### src/rtl/usb2_ulpi_link_if.sv
// ULPI PHY bus bundle: link-to-PHY stop/data/output-enable and PHY-to-link
// direction/throttle/data. The link uses "master", a PHY model uses "slave".
interface usb2_ulpi_link_if;
    logic       ulpi_dir;
    logic       ulpi_nxt;
    logic       ulpi_stp;
    logic [7:0] ulpi_data_in;
    logic [7:0] ulpi_data_out;
    logic       ulpi_data_oe;

    modport master (
        input  ulpi_dir,
        input  ulpi_nxt,
        input  ulpi_data_in,
        output ulpi_stp,
        output ulpi_data_out,
        output ulpi_data_oe
    );

    modport slave (
        output ulpi_dir,
        output ulpi_nxt,
        output ulpi_data_in,
        input  ulpi_stp,
        input  ulpi_data_out,
        input  ulpi_data_oe
    );
endinterface

### src/rtl/usb2_ulpi_link.sv
// ULPI link-layer front end for a USB 2.0 packet handler.
// Turns the 8-bit SDR ULPI bus into the in_act/in_byte/in_latch receive
// stream, executes transmit requests and PHY register writes, and decodes
// RX CMD bytes into line-state/status outputs.
// Optional feature macro: ULPI_REG_READ_EN adds PHY register reads
// (ports reg_rd_req, reg_rdata). Without it no read logic is built.
module usb2_ulpi_link #(
    parameter int POR_STP_CYCLES = 16,
    parameter int REG_WR_TIMEOUT = 255
) (
    input  logic       phy_clk,
    input  logic       reset_n,
    usb2_ulpi_link_if.master ulpi,
    output logic       in_act,
    output logic [7:0] in_byte,
    output logic       in_latch,
    output logic       out_cts,
    output logic       out_nxt,
    input  logic [7:0] out_byte,
    input  logic       out_latch,
    input  logic       out_stp,
    output logic [1:0] line_state,
    output logic [1:0] vbus_state,
    output logic       rx_error,
    output logic       host_disc,
    output logic       tx_abort,
    input  logic       reg_wr_req,
    input  logic [5:0] reg_addr,
    input  logic [7:0] reg_wdata,
    output logic       reg_done,
    output logic       reg_err
`ifdef ULPI_REG_READ_EN
    ,
    input  logic       reg_rd_req,
    output logic [7:0] reg_rdata
`endif
);

    typedef enum logic [3:0] {
        ST_STARTUP,
        ST_IDLE,
        ST_TX_CMD,
        ST_TX_DATA,
        ST_REG_CMD,
        ST_REG_DATA,
        ST_REG_STP
`ifdef ULPI_REG_READ_EN
        ,
        ST_RD_CMD,
        ST_RD_TURN,
        ST_RD_DATA,
        ST_RD_WAIT
`endif
    } state_t;

    state_t      state;
    state_t      state_nxt;
    logic        dir_q;
    logic        turnaround;
    logic        rx_valid;
    logic        rx_block;
    logic        reg_busy;
    logic [15:0] dc;
    logic [15:0] wcnt;
    logic        timeout;
    logic        tx_abort_set;
    logic        reg_ok;
    logic        reg_fail;
    logic        stp_c;
    logic        oe_c;
    logic [7:0]  dout_c;

    // Any cycle where dir differs from the previous cycle is a bus turnaround.
    assign turnaround = ulpi.ulpi_dir ^ dir_q;
    assign timeout    = (wcnt >= 16'(REG_WR_TIMEOUT - 1));

`ifdef ULPI_REG_READ_EN
    // The register-read data byte arrives with dir=1/nxt=0 and must not be
    // mistaken for an RX CMD.
    assign rx_block = (state == ST_RD_DATA);
    assign reg_busy = reg_wr_req | reg_rd_req |
                      (state inside {ST_REG_CMD, ST_REG_DATA, ST_REG_STP,
                                     ST_RD_CMD, ST_RD_TURN, ST_RD_DATA, ST_RD_WAIT});
`else
    assign rx_block = 1'b0;
    assign reg_busy = reg_wr_req | (state inside {ST_REG_CMD, ST_REG_DATA, ST_REG_STP});
`endif

    assign rx_valid = ulpi.ulpi_dir & ~turnaround & ~rx_block;

    // State register.
    always_ff @(posedge phy_clk or negedge reset_n) begin
        if (!reset_n) begin
            state <= ST_STARTUP;
        end else begin
            // NOTE: sequential state uses non-blocking assignments so every flop updates from pre-edge values.
            state <= state_nxt;
        end
    end

    // Previous dir, startup stp counter and per-phase wait counter.
    always_ff @(posedge phy_clk or negedge reset_n) begin
        if (!reset_n) begin
            dir_q <= 1'b0;
            dc    <= '0;
            wcnt  <= '0;
        end else begin
            dir_q <= ulpi.ulpi_dir;
            if (state == ST_STARTUP && dc != '1)
                dc <= dc + 16'd1;
            if (state_nxt != state)
                wcnt <= '0;
            else if (wcnt != '1)
                wcnt <= wcnt + 16'd1;
        end
    end

    // Next-state logic plus the one-cycle completion/abort events.
    always_comb begin
        // NOTE: every variable gets a default first so no path can infer a latch.
        state_nxt    = state;
        tx_abort_set = 1'b0;
        reg_ok       = 1'b0;
        reg_fail     = 1'b0;
        case (state)
            ST_STARTUP: begin
                if (dc >= 16'(POR_STP_CYCLES - 1) && !ulpi.ulpi_dir)
                    state_nxt = ST_IDLE;
            end
            ST_IDLE: begin
                // Transmit wins over register access; reg_done blocks the
                // still-held request in the cycle the access completes.
                if (!ulpi.ulpi_dir) begin
                    if (out_latch)
                        state_nxt = ST_TX_CMD;
                    else if (reg_wr_req && !reg_done)
                        state_nxt = ST_REG_CMD;
`ifdef ULPI_REG_READ_EN
                    else if (reg_rd_req && !reg_done)
                        state_nxt = ST_RD_CMD;
`endif
                end
            end
            ST_TX_CMD, ST_TX_DATA: begin
                if (ulpi.ulpi_dir) begin
                    tx_abort_set = 1'b1;
                    state_nxt    = ST_IDLE;
                end else if (state == ST_TX_CMD && ulpi.ulpi_nxt) begin
                    state_nxt = ST_TX_DATA;
                end else if (state == ST_TX_DATA && out_stp) begin
                    state_nxt = ST_IDLE;
                end
            end
            ST_REG_CMD, ST_REG_DATA: begin
                // The PHY taking the bus or a stalled handshake abandons the write.
                if (ulpi.ulpi_dir) begin
                    reg_fail  = 1'b1;
                    state_nxt = ST_IDLE;
                end else if (ulpi.ulpi_nxt) begin
                    state_nxt = (state == ST_REG_CMD) ? ST_REG_DATA : ST_REG_STP;
                end else if (timeout) begin
                    reg_fail  = 1'b1;
                    state_nxt = ST_IDLE;
                end
            end
            ST_REG_STP: begin
                reg_ok    = 1'b1;
                state_nxt = ST_IDLE;
            end
`ifdef ULPI_REG_READ_EN
            ST_RD_CMD: begin
                if (ulpi.ulpi_dir) begin
                    reg_fail  = 1'b1;
                    state_nxt = ST_IDLE;
                end else if (ulpi.ulpi_nxt) begin
                    state_nxt = ST_RD_TURN;
                end else if (timeout) begin
                    reg_fail  = 1'b1;
                    state_nxt = ST_IDLE;
                end
            end
            ST_RD_TURN: begin
                // dir rising with nxt is an RX start, which pre-empts the read.
                if (ulpi.ulpi_dir) begin
                    if (ulpi.ulpi_nxt) begin
                        reg_fail  = 1'b1;
                        state_nxt = ST_IDLE;
                    end else begin
                        state_nxt = ST_RD_DATA;
                    end
                end else if (timeout) begin
                    reg_fail  = 1'b1;
                    state_nxt = ST_IDLE;
                end
            end
            ST_RD_DATA: begin
                if (ulpi.ulpi_dir) begin
                    state_nxt = ST_RD_WAIT;
                end else begin
                    reg_fail  = 1'b1;
                    state_nxt = ST_IDLE;
                end
            end
            ST_RD_WAIT: begin
                if (!ulpi.ulpi_dir) begin
                    reg_ok    = 1'b1;
                    state_nxt = ST_IDLE;
                end else if (timeout) begin
                    reg_fail  = 1'b1;
                    state_nxt = ST_IDLE;
                end
            end
`endif
            default: state_nxt = ST_STARTUP;
        endcase
    end

    // Bus drive: stp, output enable, outgoing byte and the transmit throttle.
    always_comb begin
        stp_c   = 1'b0;
        oe_c    = 1'b0;
        dout_c  = 8'h00;
        out_nxt = 1'b0;
        case (state)
            ST_STARTUP: stp_c = 1'b1;
            ST_TX_CMD: begin
                // The handler also needs nxt here to advance past the TX CMD byte.
                oe_c    = 1'b1;
                dout_c  = out_byte;
                out_nxt = ulpi.ulpi_nxt;
            end
            ST_TX_DATA: begin
                oe_c = 1'b1;
                if (out_stp) begin
                    stp_c = ~ulpi.ulpi_dir;
                end else begin
                    dout_c  = out_byte;
                    out_nxt = ulpi.ulpi_nxt;
                end
            end
            ST_REG_CMD: begin
                oe_c   = 1'b1;
                dout_c = 8'h80 | {2'b00, reg_addr};
            end
            ST_REG_DATA: begin
                oe_c   = 1'b1;
                dout_c = reg_wdata;
            end
            ST_REG_STP: begin
                oe_c  = 1'b1;
                stp_c = 1'b1;
            end
`ifdef ULPI_REG_READ_EN
            ST_RD_CMD: begin
                oe_c   = 1'b1;
                dout_c = 8'hC0 | {2'b00, reg_addr};
            end
`endif
            default: ;
        endcase
        // Never fight the PHY: release the bus whenever it owns or is turning it.
        if (ulpi.ulpi_dir || turnaround) begin
            oe_c    = 1'b0;
            out_nxt = 1'b0;
        end
    end

    assign ulpi.ulpi_stp      = stp_c;
    assign ulpi.ulpi_data_oe  = oe_c;
    assign ulpi.ulpi_data_out = dout_c;

    // Receive path: RX CMD decode, data byte capture and in_act tracking.
    always_ff @(posedge phy_clk or negedge reset_n) begin
        if (!reset_n) begin
            in_act     <= 1'b0;
            in_byte    <= 8'h00;
            in_latch   <= 1'b0;
            line_state <= 2'b00;
            vbus_state <= 2'b00;
            rx_error   <= 1'b0;
            host_disc  <= 1'b0;
        end else begin
            in_latch <= 1'b0;
            rx_error <= 1'b0;
            if (rx_valid) begin
                if (!ulpi.ulpi_nxt) begin
                    line_state <= ulpi.ulpi_data_in[1:0];
                    vbus_state <= ulpi.ulpi_data_in[3:2];
                    in_act     <= ulpi.ulpi_data_in[4];
                    rx_error   <= (ulpi.ulpi_data_in[5:4] == 2'b11);
                    host_disc  <= (ulpi.ulpi_data_in[5:4] == 2'b10);
                end else begin
                    in_byte  <= ulpi.ulpi_data_in;
                    in_latch <= 1'b1;
                end
            end else if (turnaround) begin
                if (ulpi.ulpi_dir && ulpi.ulpi_nxt)
                    in_act <= 1'b1;
                else if (!ulpi.ulpi_dir)
                    in_act <= 1'b0;
            end
        end
    end

    // Registered handler status: clear-to-send, abort and register completion.
    always_ff @(posedge phy_clk or negedge reset_n) begin
        if (!reset_n) begin
            out_cts  <= 1'b0;
            tx_abort <= 1'b0;
            reg_done <= 1'b0;
            reg_err  <= 1'b0;
        end else begin
            out_cts  <= (state == ST_IDLE) & ~ulpi.ulpi_dir & ~in_act & ~reg_busy;
            tx_abort <= tx_abort_set;
            reg_done <= reg_ok | reg_fail;
            reg_err  <= reg_fail;
        end
    end

`ifdef ULPI_REG_READ_EN
    // Read data capture in the cycle after the read turnaround.
    always_ff @(posedge phy_clk or negedge reset_n) begin
        if (!reset_n)
            reg_rdata <= 8'h00;
        else if (state == ST_RD_DATA && ulpi.ulpi_dir)
            reg_rdata <= ulpi.ulpi_data_in;
    end
`endif

endmodule

### src/flat_wrapper.sv
// flat-port wrapper written by rule: the top's interface ports become plain ports
module usb2_ulpi_link_flat 
#(
    parameter int POR_STP_CYCLES = 16,
    parameter int REG_WR_TIMEOUT = 255
)
  (phy_clk, reset_n, in_act, in_byte, in_latch, out_cts, out_nxt, out_byte, out_latch, out_stp, line_state, vbus_state, rx_error, host_disc, tx_abort, reg_wr_req, reg_addr, reg_wdata, reg_done, reg_err, ulpi_ulpi_dir, ulpi_ulpi_nxt, ulpi_ulpi_data_in, ulpi_ulpi_stp, ulpi_ulpi_data_out, ulpi_ulpi_data_oe);
  usb2_ulpi_link_if ulpi_i ();
  input  logic phy_clk;
  input  logic reset_n;
  output logic in_act;
  output logic [7:0] in_byte;
  output logic in_latch;
  output logic out_cts;
  output logic out_nxt;
  input  logic [7:0] out_byte;
  input  logic out_latch;
  input  logic out_stp;
  output logic [1:0] line_state;
  output logic [1:0] vbus_state;
  output logic rx_error;
  output logic host_disc;
  output logic tx_abort;
  input  logic reg_wr_req;
  input  logic [5:0] reg_addr;
  input  logic [7:0] reg_wdata;
  output logic reg_done;
  output logic reg_err;
  input wire logic [$bits(ulpi_i.ulpi_dir)-1:0] ulpi_ulpi_dir;
  input wire logic [$bits(ulpi_i.ulpi_nxt)-1:0] ulpi_ulpi_nxt;
  input wire logic [$bits(ulpi_i.ulpi_data_in)-1:0] ulpi_ulpi_data_in;
  output wire logic [$bits(ulpi_i.ulpi_stp)-1:0] ulpi_ulpi_stp;
  output wire logic [$bits(ulpi_i.ulpi_data_out)-1:0] ulpi_ulpi_data_out;
  output wire logic [$bits(ulpi_i.ulpi_data_oe)-1:0] ulpi_ulpi_data_oe;
  assign ulpi_i.ulpi_dir = ulpi_ulpi_dir;
  assign ulpi_i.ulpi_nxt = ulpi_ulpi_nxt;
  assign ulpi_i.ulpi_data_in = ulpi_ulpi_data_in;
  assign ulpi_ulpi_stp = ulpi_i.ulpi_stp;
  assign ulpi_ulpi_data_out = ulpi_i.ulpi_data_out;
  assign ulpi_ulpi_data_oe = ulpi_i.ulpi_data_oe;
  usb2_ulpi_link #(.POR_STP_CYCLES(POR_STP_CYCLES), .REG_WR_TIMEOUT(REG_WR_TIMEOUT)) u_core (.phy_clk(phy_clk), .reset_n(reset_n), .ulpi(ulpi_i), .in_act(in_act), .in_byte(in_byte), .in_latch(in_latch), .out_cts(out_cts), .out_nxt(out_nxt), .out_byte(out_byte), .out_latch(out_latch), .out_stp(out_stp), .line_state(line_state), .vbus_state(vbus_state), .rx_error(rx_error), .host_disc(host_disc), .tx_abort(tx_abort), .reg_wr_req(reg_wr_req), .reg_addr(reg_addr), .reg_wdata(reg_wdata), .reg_done(reg_done), .reg_err(reg_err));
endmodule
### config.mk
export PLATFORM = sky130hd
export DESIGN_NAME = usb2_ulpi_link_flat
export DESIGN_NICKNAME = d
export VERILOG_FILES = /design/src/rtl/usb2_ulpi_link_if.sv /design/src/rtl/usb2_ulpi_link.sv /design/src/flat_wrapper.sv
export SDC_FILE = /design/constraint.sdc
export NUM_CORES = 1
export LEC_CHECK = 0
export ABC_AREA = 1
export BUFFER_PORTS_ARGS = -buffer_cell sky130_fd_sc_hd__buf_2
export CAP_MARGIN = 10
export CORE_MARGIN = 2
export CORE_UTILIZATION = 33
export DETAILED_ROUTE_END_ITERATION = 10
export PLACE_DENSITY = 0.52
export SLEW_MARGIN = 20
export SYNTH_ARGS = -nofsm -noshare
export SYNTH_HDL_FRONTEND = slang
export SYNTH_SLANG_ARGS = --single-unit
export TNS_END_PERCENT = 100
### constraint.sdc
create_clock -name phy_clk -period 2.08 [get_ports phy_clk]
set_input_delay 0.104 -clock phy_clk [delete_from_list [all_inputs] [get_ports phy_clk]]
set_output_delay 0.104 -clock phy_clk [all_outputs]
set_load 0.005 [all_outputs]
# == Word level (Yosys, flattened, before mapping) ==
# Index checks and enable logic that the tools add are counted.
# totals
regBits,57
input_bits,37
elab_cells,103
# classes
add_sub_neg,2
magnitude_cmp,2
eq_ne,13
n_mux,39
bitwise_logic,12
reduce_logical,20
# op_table
op,count
$mux 4,10
$add 16x1->16 const B,2
$mux 16,2
$ne 16x16->1 const B,2
$pmux 8 s4,1
$mux 1,21
$pmux 4 s5,1
$ge 16x4->1 const B,1
$ge 16x8->1 const B,1
$eq 4x3->1 const B,3
$eq 4x2->1 const B,2
$mux 8,1
$logic_and 1x1->1,6
$reduce_or 2->1,3
$not 1->1,5
$reduce_or 5->1,1
$and 1x1->1,4
$eq 2x2->1 const B,2
$eq 4x1->1 const B,1
$logic_not 4->1,1
$ne 4x4->1,1
$pmux 1 s2,2
$reduce_and 2->1,2
$reduce_bool 2->1,2
9 further kinds,11

# == Longest topological paths before layout ==
# depth
word_depth,8
ltp_mapped,15
ltp_nobuf,14

# == Worst setup path before layout ==
# OpenSTA, ideal clock, no wires.
# synth_path
path_kind,flip-flop to flip-flop
from,register u_core.dc[0]
to,register u_core.dc[11]
setup_time_ns,0.125
arrival_time_ns,1.521
required_ns,1.955
slack_ns,0.435
stages_incl_launch_ff,10
n_path_buf,1
cell_sequence,dfrtp_1 -> ha_1 -> inv_1 -> nor2_1 -> inv_1 -> nor2_1 -> nand3_1 -> nand2_1 -> buf_2 -> mux2_2
# synth_via
elab_chain_len,2
word_cells_on_any_way,3
cone_classes,add/sub: 1; eq/ne: 1; reduce/logical: 1
# synth_rtl
element,line_no,rtl
"start, declared",usb2_ulpi_link.sv:63,logic [15:0] dc;
"start signal, assigned",usb2_ulpi_link.sv:110,dc <= dc + 16'd1;
branches (longest 2 deep; another with $add 16x1->16),-,
# Parallel ways; which one is timed is not known.
# A chain may end at the register's enable or synchronous reset.

# == Final worst setup path ==
# layout_path
from,input port ulpi_ulpi_dir
to,output port out_nxt
# layout_via
elab_chain_len,3
# layout_rtl
element,line_no,rtl
"start, declared",flat_wrapper.sv:29,input wire logic [$bits(ulpi_i.ulpi_dir)-1:0] ulpi_ulpi_dir;
$xor 1x1->1,usb2_ulpi_link.sv:74,assign turnaround = ulpi.ulpi_dir ^ dir_q;
$logic_or 1x1->1 (*),usb2_ulpi_link.sv:262,if (ulpi.ulpi_dir || turnaround) begin
$mux 1 (*),usb2_ulpi_link.sv:262,
"end, declared",flat_wrapper.sv:15,output logic out_nxt;
# Mark *: on every way between the ends. The rest lies on a longest branch, timed or not.

==> impl_metrics.tcl <==
set metrics [dict create \
    dp.cells 606 \
    post_dp_cell_area_um2 3750 \
    die_x_um 103 \
    filler_cell_count 986 \
    ys_ff_latch 57 \
    die-area_um2 10700 \
    synth_flop_cell "dfrtp_1" \
    wl_met2_mm 3.73 \
    die_h_um 103 \
    synth_top_cells_by_count "nand2_1, dfrtp_1, nor2_1, inv_1, nand3_1" \
    grt_start_max_net_pins 58 \
    maxCapViolCount 0 \
    final_design_area_no_fill_um2 3990 \
    grt_remaining_overflow 0 \
    routed.top_layer "met4" \
    rsz0062_at_grt "false" \
    leakagePower_uw 0.00201 \
    ys_types 42 \
    setup_viol 0 \
    syn-mean-instance-area_um2 7.98 \
    crit_slowest_cell "dlygate4sd3_1" \
    antenna_found_initial 0 \
    peakVddDrop_v 0.000454 \
    min_period_ns 1.88 \
    grt_usage_pct 14.7 \
    post-place-ws_ns 0.155 \
    rows 36 \
    crit_type "primary input to output pin" \
    gp_congestion 0.833 \
    wl_per_cell_um 11.8 \
    fin_skew_ns 0.00755 \
    fin_cells 626 \
    drtIter0Drc 127 \
    fin_nets 531 \
    htreeDepth 3 \
    slew_violations 0 \
    cts_tree "built" \
    port_buffers 67 \
    start_util_pct 33.5 \
    met3WireLength_um 242 \
    first_pass_iters 4 \
    fin_crit_sh_pct 90.2 \
    crit_fanout 9 \
    hpwl_mm 5.43 \
    grt_pass1_vias 2690 \
    async_reset_ff_share_pct 100 \
    ant_nets 0 \
    layout_setup_ws_ns 0.203 \
    drt-vias-per-instance 4.48 \
    crit_path_end_kind "output pin" \
    synth_edf_count 0 \
    setup_tns_ns 0 \
    post-route-util_pct 41.2 \
    fp.coreArea_um2 9680 \
    worst_path_largest_cell_delay_ns 0.53 \
    ys_warn_count 0 \
    syn_to_final_growth_pct 23.0 \
    synth_area_leaders "dfrtp_1, nand2_1, nor2_1, inv_1, nand3_1" \
    powerDensity_nw_per_um2 779 \
    cts-root-buf "clkbuf_8" \
    netlist_area_um2 3250 \
    hold_viol 0 \
    cts.sinks 57 \
    critPathLaunchType "primary input" \
    diodes 0 \
    cts.clk_slew.worst_paths_ns 0.06 \
    yosysMostFrequentCell "nand2_1" \
    syn_nets 449 \
    met1Wirelength_mm 3.34 \
    grt_pass1_wl_mm 12.1 \
    netlist.area_leader.share_pct 43.9 \
    synth_sequential_area_ratio_pct 43.9 \
    io_pins 68 \
    via_count 2802 \
    cp.required_ns 1.98 \
    arrival_ns 1.77 \
    yosysTopAreaCell "dfrtp_1" \
    drc_errors 0 \
    syn-instance-count 407 \
    wirelength_mm 7.37 \
    cp_cell_sequence "dlygate4sd3_1 > buf_2 > inv_2 > ha_1 > inv_1 > nor4_1 > buf_2" \
    drive_gt1_share_pct 25.8 \
    status "finished clean" \
    cts_made_buffers 9 \
    max_freq_mhz 533 \
    hold_path_class "primary input to register" \
    clk_latency_ns 0.33 \
    cp_common_cell "buf_2" \
    clock_path_buffers 2 \
]
## state kept, by name, summed over array words and instances, names as in the netlist, 2 cells and up
register           cells
u_core.dc             16
u_core.vbus_state      2
u_core.line_state      2
u_core.wcnt           16
u_core.state           4
u_core.in_byte         8
## repair_timing
item                                    in CTS  in global routing
buffers inserted                             0                  0
gates resized for setup                      1                  4
hold buffers                                 5                  0
hold endpoints to repair                    61                  0
endpoints found under the setup margin       3                 19
## path summary, 6_finish.rpt
| path | start | end | slack, ns | cells after the start |
|---|---|---|---|---|
| max in group asynchronous | reset_n | u_core.host_disc | 1.52 | 3 |
| worst max register to register | u_core.wcnt[1] | u_core.wcnt[6] | 0.26 | 9 |
| worst max-delay path | ulpi_ulpi_dir | out_nxt | 0.20 | 7 |
| worst min-delay path | ulpi_ulpi_data_in[0] | u_core.in_byte[0] | 0.04 | 3 |
| worst min register to register | u_core.in_byte[2] | u_core.in_byte[2] | 0.48 | 2 |
| min in group asynchronous | reset_n | u_core.in_byte[2] | 0.30 | 3 |
## layout by cell type (no fill, tap or decap), types with 2 or more instances in the layout
| cell type | count |
|---|---|
| o21ai_0 | 18 |
| nand2_1 | 100 |
| nor2_1 | 54 |
| clkbuf_8 | 9 |
| xor2_1 | 12 |
| nor2_2 | 5 |
| nand4_1 | 10 |
| dfrtp_1 | 57 |
| nor4_1 | 3 |
| nor2_4 | 12 |
| a21oi_1 | 2 |
| buf_4 | 2 |
| nand3_2 | 2 |
| clkbuf_1 | 2 |
| nand2_2 | 11 |
| dlygate4sd3_1 | 5 |
| buf_2 | 67 |
| mux2_2 | 2 |
| xnor2_1 | 8 |
| o31ai_1 | 2 |
| nor3_1 | 7 |
| ha_1 | 5 |
| nand3_1 | 25 |
| inv_1 | 40 |
| nand3b_1 | 2 |
| inv_2 | 8 |
| o21ai_1 | 2 |
| clkinv_2 | 3 |
## worst max-delay path: cells and delay by family
| kind | cells | cell delay, ns |
|---|---|---|
| adder cells (fa/ha/maj) | 1 | 0.17 |
| AND/OR/NAND/NOR | 1 | 0.38 |
| buffers and inverters | 5 | 1.13 |
## metal layers
metal / global-route usage [%] / vias to the layer above
met2: 24.5 / 38
met3: 4.97 / 6
li1: - / 1461
met1: 18.5 / 1297
met5: 0 / -
met4: 3.64 / 0
## cells by family (layout without fill, tap and decap cells)
family	Yosys count	in the layout	synth area share, %
other	1	1	0.115
AOI/OAI and AO/OA	33	33	6.09
xor gates and xnor gates	20	20	5.39
DFF	57	57	43.9
buffers and inverters	53	139	6.78
muxes	3	3	1.00
adders and majority gates	5	5	1.93
and+or+nand+nor	235	235	34.8
## layout make-up
type | instances | area [um^2] | area share [%]
clock buffer | 11 | 131 | 3.29
clock inverter | 4 | 45.0 | 1.13
inverter | 49 | 184 | 4.61
multi-input combinational | 297 | 1620 | 40.6
sequential | 57 | 1430 | 35.7
tap | 133 | 166 | 4.17
timing repair buffer | 75 | 420 | 10.5
## per-stage QoR
| stage | power [uW] | hold slack (ns) |
|---|---|---|
| floorplan | 1930 | -0.192 |
| global placement | 2130 | 0.132 |
| detailed placement | 2130 | 0.136 |
| CTS | 3150 | 0.0270 |
| global route | 3330 | 0.0246 |
| finish | 3110 | 0.0421 |
## where the power goes
group | total [uW] | switching, uW | internal (uW)
registers | 1390 | 142 | 1250
logic | 742 | 456 | 287
clock network | 979 | 438 | 541
No activity file was read; power rests on OpenSTA's default activity.
